<file path="src/rtl/por_trip_cal.sv">
`default_nettype none
// ============================================================================
// Module      : por_trip_cal
// Description : Trip-point calibration sequencer for the POR analog front end.
//               On a start request it sweeps the 3-bit trip-select code driven
//               to the rstring mux through all eight settings. At each code it
//               waits for the comparator to settle, then takes a window of
//               synchronized pwup_filt samples. A code passes only if every
//               sample in its window is 1. When the sweep ends, the highest
//               passing code is reported and driven back to the analog block,
//               provided the passing codes form a contiguous run starting at
//               code 0.
//
// Ports       :
//   osc_ck     in   1  main clock (RC oscillator)
//   resetb     in   1  asynchronous active-low reset
//   start      in   1  calibration request, honoured only while idle
//   abort      in   1  cancel the sweep, effective in any state
//   pwup_filt  in   1  comparator output (asynchronous, synchronized here)
//   otrip_cal  out  3  trip-select code to the analog mux
//   cal_active out  1  high while a code is settling or being sampled
//   cal_done   out  1  one-cycle pulse when a sweep completes
//   cal_valid  out  1  last completed sweep passed (cleared by start)
//   cal_fail   out  1  last completed sweep failed (cleared by start)
//   cal_code   out  3  result code (highest passing code or DEFAULT_CODE)
//   hit_map    out  8  bit c = pass/fail of code c from the last sweep
//
// Revision    : 1.0 - initial release
// ============================================================================
module por_trip_cal #(
    parameter int         SETTLE_CYC   = 64,    // settle cycles per code, >= 4
    parameter int         NSAMP        = 8,     // samples per code, all must be 1
    parameter logic [2:0] DEFAULT_CODE = 3'd4   // code after reset / failed sweep
) (
    input  logic       osc_ck,
    input  logic       resetb,
    input  logic       start,
    input  logic       abort,
    input  logic       pwup_filt,
    output logic [2:0] otrip_cal,
    output logic       cal_active,
    output logic       cal_done,
    output logic       cal_valid,
    output logic       cal_fail,
    output logic [2:0] cal_code,
    output logic [7:0] hit_map
);

    // ------------------------------------------------------------------------
    // Constants
    // ------------------------------------------------------------------------
    // Counter widths are guarded so a degenerate count of 1 still yields a
    // legal one-bit counter.
    localparam int C_SETTLE_W = (SETTLE_CYC > 1) ? $clog2(SETTLE_CYC) : 1;
    localparam int C_SAMP_W   = (NSAMP > 1)      ? $clog2(NSAMP)      : 1;

    localparam logic [C_SETTLE_W-1:0] C_SETTLE_LAST = C_SETTLE_W'(SETTLE_CYC - 1);
    localparam logic [C_SAMP_W-1:0]   C_SAMP_LAST   = C_SAMP_W'(NSAMP - 1);

    localparam logic [2:0] C_LAST_CODE = 3'd7;

    localparam logic [1:0] C_ST_IDLE   = 2'd0;
    localparam logic [1:0] C_ST_SETTLE = 2'd1;
    localparam logic [1:0] C_ST_SAMPLE = 2'd2;
    localparam logic [1:0] C_ST_DONE   = 2'd3;

    // ------------------------------------------------------------------------
    // Registers
    // ------------------------------------------------------------------------
    logic [1:0]            r_state;
    logic [2:0]            r_code;        // code currently under test
    logic [C_SETTLE_W-1:0] r_settle_cnt;
    logic [C_SAMP_W-1:0]   r_samp_cnt;
    logic                  r_pass;        // running AND of samples for r_code
    logic [1:0]            r_sync;        // pwup_filt synchronizer, [1] is safe
    logic [7:0]            r_hit_map;
    logic [2:0]            r_cal_code;
    logic                  r_cal_valid;
    logic                  r_cal_fail;

    // ------------------------------------------------------------------------
    // Result decode
    // ------------------------------------------------------------------------
    // A sweep passes when the set bits of hit_map form a run starting at
    // bit 0 with no set bit above the first clear bit. The reported code is
    // the index of the highest set bit, which for a valid run is its length-1.
    logic       w_gap_seen;
    logic       w_non_therm;
    logic       w_sweep_ok;
    logic [2:0] w_top_code;

    always_comb begin
        w_gap_seen  = 1'b0;
        w_non_therm = 1'b0;
        w_top_code  = 3'd0;
        for (int i = 0; i < 8; i++) begin
            if (r_hit_map[i]) begin
                w_top_code = 3'(i);
                if (w_gap_seen) begin
                    w_non_therm = 1'b1;
                end
            end else begin
                w_gap_seen = 1'b1;
            end
        end
        w_sweep_ok = r_hit_map[0] && !w_non_therm;
    end

    // ------------------------------------------------------------------------
    // Comparator synchronizer
    // ------------------------------------------------------------------------
    always_ff @(posedge osc_ck or negedge resetb) begin
        if (!resetb) begin
            r_sync <= 2'b00;
        end else begin
            r_sync <= {r_sync[0], pwup_filt};
        end
    end

    // ------------------------------------------------------------------------
    // Sweep sequencer
    // ------------------------------------------------------------------------
    always_ff @(posedge osc_ck or negedge resetb) begin
        if (!resetb) begin
            r_state      <= C_ST_IDLE;
            r_code       <= 3'd0;
            r_settle_cnt <= '0;
            r_samp_cnt   <= '0;
            r_pass       <= 1'b0;
            r_hit_map    <= 8'h00;
            r_cal_code   <= DEFAULT_CODE;
            r_cal_valid  <= 1'b0;
            r_cal_fail   <= 1'b0;
        end else if (abort) begin
            // Abort wins everywhere, including over a coincident start in
            // IDLE. Results and any partially filled hit_map are left as-is.
            r_state <= C_ST_IDLE;
        end else begin
            case (r_state)
                C_ST_IDLE: begin
                    if (start) begin
                        r_hit_map    <= 8'h00;
                        r_cal_valid  <= 1'b0;
                        r_cal_fail   <= 1'b0;
                        r_code       <= 3'd0;
                        r_settle_cnt <= '0;
                        r_state      <= C_ST_SETTLE;
                    end
                end

                C_ST_SETTLE: begin
                    if (r_settle_cnt == C_SETTLE_LAST) begin
                        r_samp_cnt <= '0;
                        r_pass     <= 1'b1;
                        r_state    <= C_ST_SAMPLE;
                    end else begin
                        r_settle_cnt <= r_settle_cnt + 1'b1;
                    end
                end

                C_ST_SAMPLE: begin
                    if (r_samp_cnt == C_SAMP_LAST) begin
                        // Fold the final sample in directly so the verdict is
                        // written on the same edge the window closes.
                        r_hit_map[r_code] <= r_pass & r_sync[1];
                        if (r_code == C_LAST_CODE) begin
                            r_state <= C_ST_DONE;
                        end else begin
                            r_code       <= r_code + 3'd1;
                            r_settle_cnt <= '0;
                            r_state      <= C_ST_SETTLE;
                        end
                    end else begin
                        r_pass     <= r_pass & r_sync[1];
                        r_samp_cnt <= r_samp_cnt + 1'b1;
                    end
                end

                C_ST_DONE: begin
                    if (w_sweep_ok) begin
                        r_cal_code  <= w_top_code;
                        r_cal_valid <= 1'b1;
                    end else begin
                        r_cal_code <= DEFAULT_CODE;
                        r_cal_fail <= 1'b1;
                    end
                    r_state <= C_ST_IDLE;
                end

                default: begin
                    r_state <= C_ST_IDLE;
                end
            endcase
        end
    end

    // ------------------------------------------------------------------------
    // Outputs
    // ------------------------------------------------------------------------
    // While idle the analog mux sees the calibrated result; during a sweep it
    // sees the code under test. Selecting on the registered state means an
    // abort hands the mux back to cal_code on the very next edge.
    assign otrip_cal  = (r_state == C_ST_IDLE) ? r_cal_code : r_code;
    assign cal_active = (r_state == C_ST_SETTLE) || (r_state == C_ST_SAMPLE);
    // An abort landing in the DONE cycle suppresses the completion pulse,
    // matching the results that are also left unchanged in that case.
    assign cal_done   = (r_state == C_ST_DONE) && !abort;
    assign cal_valid  = r_cal_valid;
    assign cal_fail   = r_cal_fail;
    assign cal_code   = r_cal_code;
    assign hit_map    = r_hit_map;

endmodule
`default_nettype wire

</file>
<file path="config.mk">
export PLATFORM = sky130hd
export DESIGN_NAME = por_trip_cal
export DESIGN_NICKNAME = d
export VERILOG_FILES = /design/src/rtl/por_trip_cal.sv
export SDC_FILE = /design/constraint.sdc
export NUM_CORES = 1
export LEC_CHECK = 0
export BUFFER_PORTS_ARGS = -buffer_cell sky130_fd_sc_hd__buf_2
export CORE_MARGIN = 10
export CORE_UTILIZATION = 57
export CTS_CLUSTER_SIZE = 24
export DETAILED_ROUTE_END_ITERATION = 10
export PLACE_DENSITY = 0.79
export SYNTH_ARGS = -nofsm -noshare
export SYNTH_HDL_FRONTEND = slang
export SYNTH_SLANG_ARGS = --single-unit
</file>
<file path="constraint.sdc">
create_clock -name osc_ck -period 2.5 [get_ports osc_ck]
set_input_delay 0 -clock osc_ck [delete_from_list [all_inputs] [get_ports osc_ck]]
set_output_delay 0 -clock osc_ck [all_outputs]
set_load 0.05 [all_outputs]
</file>
## Word-level counts from Yosys, hierarchy flattened

Cells that the tools add are included.

- Input bits: 5
- Output and inout bits: 18
- Register bits after elaboration: 30
- Memory bits (writable): 0
- Bits in read-only memories: 0
- Bits in latches: 0
- Logic and storage cells: 114
- Memories: 0

- Reduce and logical (&&, ||, !) cells: 19
- Add/sub/neg operators: 3
- Equal/unequal tests: 17
- Shift-type cells: 0
- Multiplexer cells: 61
- Multipliers: 0
- Bitwise gates (word level): 2
- $lt $le $gt $ge: 2
- Divide/modulo/power cells: 0

Operator list:

| cell | number |
|---|---|
| two-way mux 3 bit | 13 |
| two-way mux 1 bit | 27 |
| two-way mux 6 bit | 4 |
| one-hot mux 6 bit (3 select lines) | 1 |
| two-way mux 8 bit | 2 |
| inequality test 2 bit, second input constant | 8 |
| one-hot mux 8 bit (2 select lines) | 1 |
| AND reduction 4 bit | 4 |
| one-hot mux 3 bit (2 select lines) | 2 |
| two-way mux 2 bit | 5 |
| inequality test 3 bit, second input constant | 3 |
| bitwise mux 8 bit | 1 |
| one-hot mux 2 bit (4 select lines) | 1 |
| adder 3 x 1 -> 3 bit, second input constant | 2 |
| adder 6 x 1 -> 6 bit, second input constant | 1 |
| equality test 3 bit, second input constant | 2 |
| equality test 6 bit, second input constant | 1 |
| one-hot mux 1 bit (2 select lines) | 3 |
| AND reduction 6 bit | 1 |
| nonzero test 2 bit | 3 |
| AND reduction 5 bit | 1 |
| equality test 2 bit, second input constant | 2 |
| < comparator 3 x 4 -> 1 bit, second input constant | 1 |
| demux 1 bit (select 3 bit) | 1 |
| other kinds (11) | 14 |

## Longest topological paths before layout

- Word-level depth: 18
- Depth in mapped cells: 7
- Gate-level depth less buffers: 6

## Worst setup path after synthesis

No wires, ideal clock.

- Path type: reg-to-reg
- From: reg r_state[0]
- To: reg r_hit_map[4] (netlist: hit_map[4])
- Buffers on the path: 1
- Setup slack: 0.544 ns
- Cell stages (with the launch flop): 8
- Clock period less this slack: 1.956 ns
- Data required time: 2.417 ns
- Data arrival time: 1.873 ns
- Library setup time: 0.083 ns
- Cells stage by stage: dfrtp_1 inv_1 ha_1 nor2b_4 or4_4 or2_1 buf_2 o22ai_1

- Cells in the longest elaborated chain, start to end: 3
- Elaborated cells on any way between the ends: 7
- Classes of those cells: eq/ne: 3; mux: 1; reduce/logical: 3

Ends and longest elaborated chain:

| element | line | text |
|---|---|---|
| start, declared | 70 | `logic [1:0] r_state;` |
| start signal, assigned | 125 | `r_state <= C_ST_IDLE;` |
| start signal, assigned | 137 | `r_state <= C_ST_IDLE;` |
| start signal, assigned | 147 | `r_state <= C_ST_SETTLE;` |
| equality test 2 bit or zero test 2 bit (tied branches) | 139 | `case (r_state)` |
| inequality test 2 bit (no line) or nonzero test 2 bit (tied branches) | - |  |
| AND reduction 4 bit (no line) | - |  |
| end signal, assigned by index | 165 | `r_hit_map[r_code] <= r_pass & r_sync[1];` |
| end, declared | 76 | `logic [7:0] r_hit_map;` |

Several ways; a longest one is shown, not always the timed one.
A chain may end at the register's enable or synchronous reset.

## Worst setup path in the final report

- From: reg r_state[0]
- To: reg r_hit_map[2] (netlist: hit_map[2])

The elaborated chain is that of the path after synthesis.

==> flow_summary.json <==
{
  "cts_root_buf": "clkbuf_4",
  "timing.rr.start": "r_state[0]",
  "grt_util_met1_pct": 17.5,
  "async_reset_ff_share_pct": 100,
  "clockBufferDepth": 2,
  "vias_per_cell": 6.10,
  "holdWs_ns": 0.0943,
  "crit_cells": 6,
  "tns_ns": 0,
  "syn_inst": 188,
  "synth_commonest_cells": "dfrtp_1, a21oi_1, inv_1",
  "syn_to_final_growth_pct": 14.5,
  "dpl.cell_count": 235,
  "maxCapViolCount": 0,
  "final_layout_size_suffix_gt1_share_pct": 20.6,
  "hpwl_microns": 2830,
  "power_density_mw_per_mm2": 879,
  "path_buf_inv": 1,
  "cts_buffers": 5,
  "top_level_ports": 23,
  "cp-end-kind": "register",
  "slew_violations": 0,
  "synth.most_common_cell": "dfrtp_1",
  "required_ns": 2.75,
  "utilization_pct": 70.4,
  "netlist.area_leader.share_pct": 41.7,
  "yosys.area.top_type": "dfrtp_1",
  "p_leak_nw": 0.938,
  "drt-initial-drc-count": 88,
  "critical_path_class": "reg -> reg",
  "drt_pre_antenna_iters": 4,
  "start_util_pct": 61.5,
  "setup_viol": 0,
  "syn_avg_cell_area_sq_um": 9.25,
  "cts_tree": "yes",
  "cts_num_sinks": 30,
  "crit_arrival_ns": 2.47,
  "synth_seq_area_share_pct": 43.2,
  "rrSetupSlack_ns": 0.28,
  "grt_pass1_wl_microns": 6600,
  "fin_crit_sh_pct": 88.7,
  "skew_ns": 0.0107,
  "hold_path.class": "in -> reg",
  "ant_nets": 0,
  "nFillCells": 219,
  "crit_path_max_incr_delay_ns": 0.56,
  "syn_nets": 203,
  "antenna_cells": 0,
  "hold_start": "start",
  "cts.repair.resized": 0,
  "regToRegEndpoint": "hit_map[2]",
  "synth_ff_type": "dfrtp_1",
  "netlist_area_sq_mm": 0.00174,
  "wl_microns": 3860,
  "cp_cell_sequence": "inv_1 -> ha_1 -> nor2b_4 -> or4_4 -> or2_1 -> o22ai_1",
  "max_slew_margin_pct": 56.0,
  "clock_latency_ns": 0.34,
  "r2r_cells": 6,
  "crit_path_end": "hit_map[2]",
  "fmax_mhz": 451,
  "path_clk_slew_ns": 0.10,
  "gp_congestion": 0.838,
  "rsz0062_at_grt": "false",
  "crit_path_top_delay_cell": "or4_4",
  "grt_usage_pct": 14.9,
  "core_area_sq_mm": 0.00283,
  "synth_warnings": 0,
  "htreeDepth": 2,
  "ys_top_cells_by_area": "dfrtp_1, ha_1, a21oi_1",
  "wire_per_inst_microns": 15.7,
  "grt_util_met2_pct": 24.2,
  "fin_crit_ns": 2.22,
  "timing.final.ws_setup_ns": 0.282,
  "regArea_sq_um": 752,
  "crit_start": "r_state[0]",
  "vias": 1494,
  "outcome": "complete, no violations",
  "critPathMaxFanout": 12,
  "tightest_slew_ns": 0.653,
  "ir_drop_uv": 802,
  "multi_input_area_sq_um": 900,
  "grt_pass1_vias": 1430,
  "ys_types": 43,
  "top_usage_layer": "met2",
  "gr-total-overflow": 0,
  "crit_family": "simple AND/OR/NAND/NOR gates",
  "nets": 229,
  "port_buffers": 22,
  "synth_edf_count": 0,
  "fp.dieW_microns": 75.2,
  "die-area_sq_mm": 0.00566,
  "fp.dieH_microns": 75.2,
  "fin_cells": 245,
  "finalHoldViolCount": 0,
  "use_met3_pct": 5.91,
  "critPathLaunchType": "register",
  "drc_errors": 0,
  "rows": 19,
  "ys_seq_elements": 30,
  "postCtsSetupRepairBufs": 0,
  "grt_max_degree": 31,
  "antenna_found_initial": 0,
  "dp_slack_ns": 0.307
}
worst reg2reg max path, cell delays in order (launching register included):
cell and delay [ns]:
dfrtp_1 0.43, inv_1 0.11, ha_1 0.29, nor2b_4 0.18, or4_4 0.56, or2_1 0.36
o22ai_1 0.21
through the flow:
step                      power [mW]  area [sq um]
after floorplan                 1.18          1740
after global placement          1.32          1880
after detailed placement        1.35          1880
after CTS                       1.76          1990
after global routing            1.87          1990
final                           1.75          1990
flip-flops by register name (all words and copies together) (netlist names):
| name | flops |
|---|---|
| hit_map | 8 |
| r_settle_cnt | 6 |
| cal_code | 3 |
| r_code | 3 |
| r_samp_cnt | 3 |
| r_state | 2 |
| r_sync | 2 |
| cal_fail | 1 |
| cal_valid | 1 |
| r_pass | 1 |
report_power, final:
| group | internal, mW | switching, mW | leakage (nW) |
|---|---|---|---|
| Sequential | 0.556 | 0.0569 | 0.404 |
| Combinational | 0.257 | 0.479 | 0.490 |
| Clock | 0.233 | 0.168 | 0.0443 |
worst min-delay path by stage:
| stage | depth (start not counted) | slack [ns] | end |
|---|---|---|---|
| 3_5_place_dp | 1 | 0.06 | cal_code[1] |
| 2_1_floorplan | 0 | -0.30 | cal_code[0] |
| 6_report | 4 | 0.09 | cal_valid |
| 3_3_place_gp | 1 | 0.06 | cal_code[0] |
| 4_1_cts | 4 | 0.08 | cal_valid |
| 5_1_grt | 4 | 0.11 | cal_valid |
layout by cell type (no fill, tap or decap), drive strengths merged, types with 4 or more instances in the layout:
master and instances:
inv 13, nand2 8, ha 10, buf 26
mux2 4, nand4 6, a21oi 23, nand3b 4
nand3 9, a22o 5, o22ai 8, dfrtp 29
clkbuf 6, nor2 11, o21ai 12, nand2b 4
per-layer routing:
layer / part of all wire [%] / routed length [microns] / vias to the layer above
met5: 0 / 0 / -
li1: - / - / 736
met4: 1.3 / 50 / 0
met3: 9.0 / 346 / 5
met1: 44 / 1690 / 710
met2: 46 / 1770 / 43
what timing repair did:
| action | 4_1_cts | 5_1_grt |
|---|---|---|
| hold buffers | 3 | 0 |
| endpoints found under the setup margin | 0 | 0 |
| endpoints found under the hold margin | 32 | 0 |
layout make-up:
class,instances,area share [%]
Sequential cell,30,37.8
Timing Repair Buffer,29,8.55
Tap cell,31,1.95
Multi-Input combinational cell,135,45.2
Inverter,13,2.45
Clock buffer,6,2.58
Clock inverter,1,1.51
logic make-up (layout without fill, tap and decap cells):
group	count (synthesis)	after routing	share of synthesized area [%]
mux	4	4	2.59
simple gates	60	60	20.3
compound gates	61	61	21.7
buf+inv	23	49	5.04
flops	30	30	43.2
fa+ha+maj	10	10	7.19
No activity file was read; power rests on OpenSTA's default activity.
